`src/rtl/triumph_imem_arbiter.sv`:
```
// Arbitrates the single-port instruction RAM between IF-stage fetch and the loader/debug port.
// Fetch has priority; a run counter forces the loader in, and a lock keeps loader bursts atomic.
module triumph_imem_arbiter #(
   parameter int AW            = 32,
   parameter int DW            = 32,
   parameter int MAX_FETCH_RUN = 8
) (
   input  logic          clk_i,
   input  logic          rstn_i,
   input  logic          f_req_i,
   input  logic [AW-1:0] f_addr_i,
   output logic          f_gnt_o,
   output logic          f_rvalid_o,
   output logic [DW-1:0] f_rdata_o,
   input  logic          l_req_i,
   input  logic          l_we_i,
   input  logic          l_lock_i,
   input  logic [AW-1:0] l_addr_i,
   input  logic [DW-1:0] l_wdata_i,
   output logic          l_gnt_o,
   output logic          l_rvalid_o,
   output logic [DW-1:0] l_rdata_o,
   output logic          mem_req_o,
   output logic          mem_we_o,
   output logic [AW-1:0] mem_addr_o,
   output logic [DW-1:0] mem_wdata_o,
   input  logic [DW-1:0] mem_rdata_i,
   output logic          fetch_stall_o
);

   typedef enum logic [0:0] {
      ST_FETCH = 1'b0,
      ST_LOCK  = 1'b1
   } state_t;

   localparam logic [7:0] MAX_RUN = 8'(MAX_FETCH_RUN);

   state_t     state;
   logic [7:0] run_cnt;
   logic       rsp_valid;
   logic       rsp_loader;
   logic       f_gnt;
   logic       l_gnt;

   // Grant decision; the reset level forces every grant low so nothing reaches the RAM.
   always_comb begin
      f_gnt = 1'b0;
      l_gnt = 1'b0;
      if (rstn_i) begin
         f_gnt = 1'b0;
         l_gnt = 1'b0;
      end else begin
         case (state)
            ST_FETCH: begin
               l_gnt = l_req_i & (~f_req_i | (run_cnt == MAX_RUN));
               f_gnt = f_req_i & ~l_gnt;
            end
            ST_LOCK: begin
               l_gnt = l_req_i;
               f_gnt = 1'b0;
            end
            default: begin
               l_gnt = 1'b0;
               f_gnt = 1'b0;
            end
         endcase
      end
   end

   // Memory command mux from the granted port; fetch is read-only.
   always_comb begin
      mem_we_o    = 1'b0;
      mem_addr_o  = '0;
      mem_wdata_o = '0;
      if (l_gnt) begin
         mem_we_o    = l_we_i;
         mem_addr_o  = l_addr_i;
         mem_wdata_o = l_wdata_i;
      end else if (f_gnt) begin
         mem_we_o    = 1'b0;
         mem_addr_o  = f_addr_i;
         mem_wdata_o = '0;
      end else begin
         mem_we_o    = 1'b0;
         mem_addr_o  = '0;
         mem_wdata_o = '0;
      end
   end

   assign f_gnt_o       = f_gnt;
   assign l_gnt_o       = l_gnt;
   assign mem_req_o     = f_gnt | l_gnt;
   assign fetch_stall_o = f_req_i & ~f_gnt & ~rstn_i;

   // Lock FSM, fetch run counter and read-response owner tracking.
   always_ff @(posedge clk_i or posedge rstn_i) begin
      if (rstn_i) begin
         state      <= ST_FETCH;
         run_cnt    <= 8'd0;
         rsp_valid  <= 1'b0;
         rsp_loader <= 1'b0;
      end else begin
         case (state)
            ST_FETCH: begin
               if (l_gnt & l_lock_i) begin
                  state <= ST_LOCK;
               end else begin
                  state <= ST_FETCH;
               end
            end
            ST_LOCK: begin
               // The unlocking grant itself still reaches the RAM this cycle.
               if ((l_gnt & ~l_lock_i) | ~l_req_i) begin
                  state <= ST_FETCH;
               end else begin
                  state <= ST_LOCK;
               end
            end
            default: begin
               state <= ST_FETCH;
            end
         endcase

         if (l_gnt | ~l_req_i) begin
            run_cnt <= 8'd0;
         end else if (f_gnt && (run_cnt != MAX_RUN)) begin
            run_cnt <= run_cnt + 8'd1;
         end else begin
            run_cnt <= run_cnt;
         end

         rsp_valid  <= f_gnt | (l_gnt & ~l_we_i);
         rsp_loader <= l_gnt;
      end
   end

   assign f_rvalid_o = rsp_valid & ~rsp_loader;
   assign l_rvalid_o = rsp_valid & rsp_loader;
   assign f_rdata_o  = (rsp_valid & ~rsp_loader) ? mem_rdata_i : '0;
   assign l_rdata_o  = (rsp_valid & rsp_loader) ? mem_rdata_i : '0;

endmodule

```
`config.mk`:
```
export PLATFORM = sky130hd
export DESIGN_NAME = triumph_imem_arbiter
export DESIGN_NICKNAME = d
export VERILOG_FILES = /design/src/rtl/triumph_imem_arbiter.sv
export SDC_FILE = /design/constraint.sdc
export NUM_CORES = 1
export LEC_CHECK = 0
export BUFFER_PORTS_ARGS = -buffer_cell sky130_fd_sc_hd__clkbuf_2
export CAP_MARGIN = 20
export CORE_AREA = 2 2 105 107
export DETAILED_ROUTE_END_ITERATION = 12
export DIE_AREA = 0 0 107 109
export GPL_ROUTABILITY_DRIVEN = 0
export HOLD_SLACK_MARGIN = 0.06
export PLACE_DENSITY = 0.52
export SYNTH_ARGS = -nofsm -noshare
export SYNTH_HDL_FRONTEND = slang
export SYNTH_SLANG_ARGS = --single-unit
```
`constraint.sdc`:
```
create_clock -name clk_i -period 2.3 [get_ports clk_i]
set_input_delay 0.345 -clock clk_i [delete_from_list [all_inputs] [get_ports clk_i]]
set_output_delay 0.345 -clock clk_i [all_outputs]
set_load 0.01 [all_outputs]
```
* Yosys cells after proc, flatten, opt, wreduce, memory -nomap -nowiden
Index checks and enable logic that the tools add are counted.
** Word-level totals
- Logic and storage cells :: 47
- Bits of input ports :: 134
- Output and inout bits :: 135
- Register bits :: 11
** Operators by class
- Bitwise gates (word level) :: 23
- Reduce and logical (&&, ||, !) cells :: 2
- $add $sub $neg :: 1
- Eq/ne operators :: 2
- Muxes and demuxes :: 15
** Operators by type and width (count)
- 32-bit two-way mux :: 5
- 8-bit two-way mux :: 2
- 1-bit bitwise AND :: 9
- 1-bit NOT :: 9
- 8-bit by 1-bit adder with 8-bit output (second input constant) :: 1
- 8-bit by 4-bit == test with 1-bit output (second input constant) :: 1
- 8-bit by 4-bit != test with 1-bit output (second input constant) :: 1
- 1-bit one-hot mux with 2 select lines :: 3
- 1-bit two-way mux :: 5
- 1-bit OR :: 5
- 2-bit nonzero test :: 1
- 1-bit logical AND :: 1

* Logic depth before layout (Yosys ltp)
Gate-level depths: netlist (run 1).
- Depth in word-level cells :: 10
- Mapped depth :: 8
- Depth with buffers taken out :: 6

* Worst setup path before layout (run 1)
Ideal clock, no wire load.
- Kind :: reg-to-output
- Start :: register run_cnt[0]
- End :: output mem_wdata_o[12]
- Slack :: 0.278 ns
- Cell stages (with the launch flop) :: 9
- Arrival time :: 1.677 ns
- Path buffers :: 2
- Cells stage by stage :: dfrtp_1 -> inv_1 -> ha_1 -> and4bb_2 -> a21oi_2 -> nor3b_4 -> buf_4 -> buf_4 -> and2_1
** Between the ends
- Longest elaborated chain between the ends :: 6
** RTL lines
- from (decl) :: RTL line 39 : logic [7:0] run_cnt;
- from (signal assigned) :: RTL line 127 : run_cnt <= run_cnt + 8'd1;
- from (signal assigned) :: RTL line 129 : run_cnt <= run_cnt;
- 8-bit by 4-bit == test with 1-bit output :: RTL line 55 : l_gnt = l_req_i & (~f_req_i | (run_cnt == MAX_RUN));
- 1-bit OR :: RTL line 55
- 1-bit bitwise AND :: RTL line 55
- 1-bit one-hot mux with 2 select lines :: RTL line 53 : case (state)
- 1-bit two-way mux :: RTL line 49 : if (rstn_i) begin
- 32-bit two-way mux :: RTL line 75 : if (l_gnt) begin
- to (decl) :: RTL line 26 : output logic [DW-1:0] mem_wdata_o,
No other way between the ends.

* Worst setup path after layout (run 1)
- Start :: register run_cnt[0]
- End :: output mem_addr_o[6]
** Between the ends
- Longest elaborated chain between the ends :: 9
- Elaborated cells between the ends (all ways) :: 11
- Classes of those cells :: eq/ne: 1; mux: 6; bitwise: 4
** RTL lines
- 8-bit by 4-bit == test with 1-bit output * :: RTL line 55
- 1-bit OR * :: RTL line 55
- 1-bit bitwise AND * :: RTL line 55
- 1-bit NOT :: RTL line 56 : f_gnt = f_req_i & ~l_gnt;
- 1-bit bitwise AND :: RTL line 56
- 1-bit one-hot mux with 2 select lines :: RTL line 53
- 1-bit two-way mux :: RTL line 49
- 32-bit two-way mux :: RTL line 79 : end else if (f_gnt) begin
- 32-bit two-way mux * :: RTL line 75
- to (decl) :: RTL line 25 : output logic [AW-1:0] mem_addr_o,
Every way passes the cells marked *; elsewhere a longest branch is shown, timed or not.

==> results of run 1 <==
state kept, by name (all words and copies together) (netlist names):
signal / flops
rsp_loader: 1
rsp_valid: 1
run_cnt: 8
state: 1
stage by stage:
step	util (%)	setup slack [ns]	TNS, ns	instance area [um^2]
2_1_floorplan	-	0.278	0	1600
5_1_grt	31.7	-0.182	-9.41	3370
3_3_place_gp	29.4	0.130	0	3120
3_5_place_dp	29.4	0.104	0	3120
4_1_cts	30.7	-0.0864	-2.30	3260
6_report	31.7	-0.0572	-0.492	3370
path summary, 6_finish.rpt:
| check | endpoint | slack (ns) |
|---|---|---|
| max in group asynchronous | run_cnt[7] | 1.80 |
| max reg2reg | rsp_valid | 0.49 |
| max | mem_addr_o[6] | -0.06 |
| min in group clk_i | state | 0.33 |
| min | state | 0.20 |
| min reg2reg | state | 0.57 |
worst max-delay path, stage by stage, from the launching register on:
cell and delay, ns:
dfrtp_1 0.35, inv_1 0.05, ha_1 0.18, and4bb_2 0.26
a21oi_4 0.18, nor3b_4 0.07, buf_12 0.16, buf_12 0.14
a22o_1 0.25, buf_2 0.15
what timing repair did:
item	in CTS	in global routing
gates cloned	1	4
pin swaps	26	3
endpoints found under the setup margin	66	67
buffers inserted	5	1
resized for setup	4	61
Yosys cell counts:
cell type	number
o21ai_0	1
mux2i_1	1
a21o_1	1
a211oi_1	1
o221ai_1	1
or2_2	1
a21oi_1	2
inv_1	4
nand4_1	2
nor3_2	1
a22o_1	32
ha_1	2
nor2b_1	1
and4bb_2	2
xnor2_1	1
buf_4	5
or3b_1	1
nor3b_1	1
buf_2	5
o21ai_1	1
nor3b_4	1
a31oi_4	1
dfrtp_1	11
nor2_1	7
clkbuf_1	10
and2_1	67
a32o_1	1
nand3_1	3
a21oi_2	1
xor2_1	4
or3_1	1
nand2b_1	1
and3_1	32
report_power, final:
part | leakage, nW | switching, mW | internal (mW)
Combinational | 1.97 | 0.229 | 0.248
Clock | 0.0228 | 0.0650 | 0.121
Sequential | 0.151 | 0.00240 | 0.198
area by class of cell:
class	count	area (um^2)
Clock buffer	4	45.0
Sequential cell	11	275
Inverter	4	15.0
Antenna cell	1	2.50
Timing Repair Buffer	287	1630
Multi-Input combinational cell	171	1230
Tap cell	140	175
Fill cell	1135	7240
per-layer routing:
| layer | track usage, % | vias to the layer above | part of all wire (%) |
|---|---|---|---|
| li1 | - | 1275 | - |
| met1 | 15.6 | 1246 | 42 |
| met2 | 22.4 | 115 | 51 |
| met3 | 2.09 | 7 | 6.2 |
| met4 | 1.11 | 0 | 0.99 |
| met5 | 0 | - | 0 |
logic make-up after synthesis:
kind of cell / synth area share, %
AND/OR/NAND/NOR: 48.0
flip-flops: 17.2
XOR/XNOR: 2.73
buffers and inverters: 7.19
adder cells (fa/ha/maj): 1.56
multiplexers: 0.625
AO/OA/AOI/OAI: 22.7
placed cells by master (no fill, tap or decap), drive strengths merged, types with 2 or more instances in the layout:
cell,n
and4bb,2
ha,2
nor2,7
a21oi,3
nor3b,2
nand3,3
and2,67
and3,32
buf,73
clkbuf,218
inv,4
dfrtp,11
xor2,4
a22o,32
o21ai,2
nand4,2
==> reports/metrics.cfg, run 1 <==
[clocking]
cts_root_buffer=clkbuf_8
cts_buffer_depth=2
cts_hold_buf=0
cts_max_level=1
clk_latency_ns=0.23
cts.sinks=11
numCtsBuffers=3
path_clk_slew_ns=0.05
cts_tree=done

[detailed_routing]
via_per_inst=4.28
routed_wl_um=8880
num_vias=2643
ant_nets=0
wl_per_cell_um=14.4
first_iter_violations=109
route.detailed.drc=0
drt_first_pass_iters=6

[logic_synthesis]
yosysSeqAreaShare_pct=17.2
synth_top_cell_by_area=and2_1
yosysWarnings=0
synth_nets=342
syn_inst=206
synthTopCellsByArea=and2_1 (26%), a22o_1 (18%), dfrtp_1 (17%), and3_1 (13%), buf_4 (2.3%)
synth_top_area_share_pct=26.2
ys_types=33
ys_seq_elements=11
syn_area_um2=1600
avgSynthCellArea_um2=7.77

[sta]
max_clock_freq_mhz=424
rsz0062_at_grt=yes
finalCriticalPeriod_ns=2.36
report.final.slew_viol_count=0
finalCritPeriodShare_pct=102
finalSetupViolCount=32
setup_ws_ns=-0.0572
hold-worst-slack_ns=0.203
worst_pin_slew_ns=0.551
skew_ns=0.00266
finalHoldViolCount=0
maxSlewHeadroom_pct=63.0

[power_and_ir_drop]
p_leak_nw=2.14
power.density_nw_per_um2=257
finalPower_mw=0.865
ir_drop_mv=0.269

[global_routing]
grt_antenna_before_repair=1
grt_pass1_wl_um=11200
grt_pass1_vias=2166
overflow=0
grt_usage_pct=12.2
grt_max_degree=37

[setup_path]
crit_fanout=9
crit_type=reg -> out
cp-startpoint=run_cnt[0]
cp.arrival_ns=2.01
critPathLaunchType=flop
rr_worst_depth=9
r2r-start=run_cnt[0]
end_kind=output pin
critPathRequiredTime_ns=1.96

[cells_and_area]
areaGrowthSynthToFinish_pct=110
drive_gt1_share_pct=62.7
fin_nets=614
instances_no_fill=618

[die]
ios=269
die_h_um=109
core-area_um2=10600
start_util_pct=15.1
num_rows=38
die_area_um2=11700
die_w_um=107

[hold_path]
hold_path.class=in -> async

[placed_design]
io_buffers=268
post-dp-hpwl_um=6920
placed_cells=602

[outcome]
status=finished with violations
violations=setup timing

[job]
max_cap_viol_count=0

(Power assumes the default switching activity.)
==> inputs of run 2 (changes only) <==
--- a/config.mk
+++ b/config.mk
@@ -12,7 +12,7 @@
 export DIE_AREA = 0 0 107 109
 export GPL_ROUTABILITY_DRIVEN = 0
 export HOLD_SLACK_MARGIN = 0.06
-export PLACE_DENSITY = 0.52
+export PLACE_DENSITY = 0.48
 export SYNTH_ARGS = -nofsm -noshare
 export SYNTH_HDL_FRONTEND = slang
 export SYNTH_SLANG_ARGS = --single-unit
==> reports/metrics.cfg, run 2 (synthesized netlist as in run 1, its figures left out) <==
[die]
start_util_pct=15.1  ; unchanged
die_w_um=107  ; unchanged
core-area_um2=10600  ; unchanged
num_rows=38  ; unchanged
die_area_um2=11700  ; unchanged
ios=269  ; unchanged
die_h_um=109  ; unchanged

[global_routing]
overflow=0  ; unchanged
grt_pass1_wl_um=12300  ; was 11,200 um
grt_usage_pct=13.2  ; was 12.2%
grt_max_degree=37  ; unchanged
grt_pass1_vias=2323  ; was 2,166
grt_antenna_before_repair=0  ; was 1

[clocking]
path_clk_slew_ns=0.05  ; about the same
clk_latency_ns=0.24  ; was 0.23 ns
numCtsBuffers=3  ; unchanged
cts_tree=done  ; unchanged
cts_buffer_depth=2  ; unchanged
cts_root_buffer=clkbuf_8  ; unchanged
cts_max_level=1  ; unchanged
cts.sinks=11  ; unchanged

[sta]
report.final.slew_viol_count=0  ; unchanged
finalCriticalPeriod_ns=2.39  ; was 2.36 ns
setup_ws_ns=-0.0906  ; was -0.0572 ns
hold-worst-slack_ns=0.245  ; was 0.203 ns
finalHoldViolCount=0  ; unchanged
max_clock_freq_mhz=418  ; was 424 MHz
rsz0062_at_grt=yes  ; unchanged
skew_ns=0.00299  ; was 0.00266 ns
worst_pin_slew_ns=0.519  ; was 0.551 ns
finalCritPeriodShare_pct=104  ; was 102%
maxSlewHeadroom_pct=65.2  ; was 63.0%
finalSetupViolCount=59  ; was 32

[detailed_routing]
routed_wl_um=8930  ; was 8880 um
first_iter_violations=129  ; was 109
drt_first_pass_iters=4  ; was 6
ant_nets=0  ; unchanged
wl_per_cell_um=14.2  ; was 14.4 um
via_per_inst=4.16  ; was 4.28
route.detailed.drc=0  ; unchanged
num_vias=2618  ; was 2,643

[setup_path]
crit_fanout=6  ; was 9
end_kind=output pin  ; unchanged
crit_type=reg -> out  ; unchanged
critPathLaunchType=flop  ; unchanged
critPathRequiredTime_ns=1.96  ; about the same
cp.arrival_ns=2.05  ; was 2.01 ns

[power_and_ir_drop]
p_leak_nw=2.24  ; was 2.14 nW
power.density_nw_per_um2=254  ; was 257 nW/um^2
ir_drop_mv=0.273  ; was 0.269 mV
finalPower_mw=0.905  ; was 0.865 mW

[outcome]
violations=setup timing  ; unchanged
status=finished with violations  ; unchanged

[placed_design]
io_buffers=268  ; unchanged
post-dp-hpwl_um=7240  ; was 6920 um
dpl_cell_area_um2=3160  ; was 3120 um^2
pre_cts_slack_ns=0.122  ; was 0.104 ns

[hold_path]
hold_path.class=in -> async  ; unchanged

[cells_and_area]
n_antenna_cell=0  ; was 1
largest_reg_flops=8  ; unchanged
final_area_um2=3570  ; was 3370 um^2
fin_nets=626  ; was 614
top_register=run_cnt  ; unchanged
layout_common_cells=clkbuf_2 (202), and2_1 (56), buf_2 (54)  ; was clkbuf_2 (211), and2_1 (65), buf_2 (55)
areaGrowthSynthToFinish_pct=123  ; was 110%
layout_commonest_cell=clkbuf_2  ; unchanged
final_core_util_pct=33.7  ; was 31.7%
drive_gt1_share_pct=65.4  ; was 62.7%

[job]
max_cap_viol_count=0  ; unchanged

run 2: cell types whose count changed in the layout (fill, tap and decap cells not counted), moves of 2 or more:
cell / previous run / this run
clkbuf_2: 211 / 202
and2_1: 65 / 56
buf_4: 11 / 16
clkbuf_16: 3 / 1
buf_6: 2 / 16
and2_4: 2 / 11
clkbuf_8: 3 / 5
run 2: cell type report:
type	count	area, um^2
repair buffers	299	1810
clock buffers	4	45.0
well taps	140	175
multi-input cells	171	1250
flip-flops and latches	11	275
fillers	1145	7030
inverters	4	15.0
run 2: routing by layer:
layer	share of wire [%]	global-route usage (%)
met5	0	0
met3	6.3	1.67
met2	53	23.7
met4	0	1.48
met1	41	17.5
run 2: where the power goes:
group	leakage, nW	switching, mW	internal, mW
sequential	0.151	0.00225	0.198
clock	0.0228	0.0746	0.122
combinational	2.06	0.234	0.274
total	2.24	0.311	0.594
run 2: per-stage QoR:
stage / cells / setup TNS [ns]
final: 629 / -2.81
after global placement: 608 / 0
after detailed placement: 608 / 0
after floorplan: 206 / 0
after global routing: 629 / -10.94
after CTS: 625 / -5.89
run 2: timing repair:
action / 4_1_cts / 5_1_grt
hold buffers: 0 / 0
resized for setup: 22 / 81
cloned: 4 / 1
buffers inserted: 9 / 3
endpoints found under the setup margin: 50 / 68
pin swaps: 11 / 4
run 2: worst paths after layout:
check                           start             end  slack (ns)  cells after the start
setup / recovery           run_cnt[0]  mem_addr_o[12]       -0.09                     10
hold / removal                 rstn_i           state        0.25                      3
setup reg to reg           run_cnt[0]      run_cnt[6]        0.45                      8
hold reg to reg            run_cnt[7]      run_cnt[7]        0.59                      2
max in group asynchronous      rstn_i      run_cnt[6]        1.76                      3
min in group clk_i           l_lock_i           state        0.35                      2
run 2: critical path, cell delays in order (launching register included):
cell,delay [ns]
dfrtp_1,0.37
inv_1,0.06
ha_1,0.13
and4bb_2,0.28
a21oi_4,0.07
nor3b_4,0.25
buf_12,0.17
buf_6,0.10
buf_6,0.10
a22o_1,0.14
buf_2,0.13
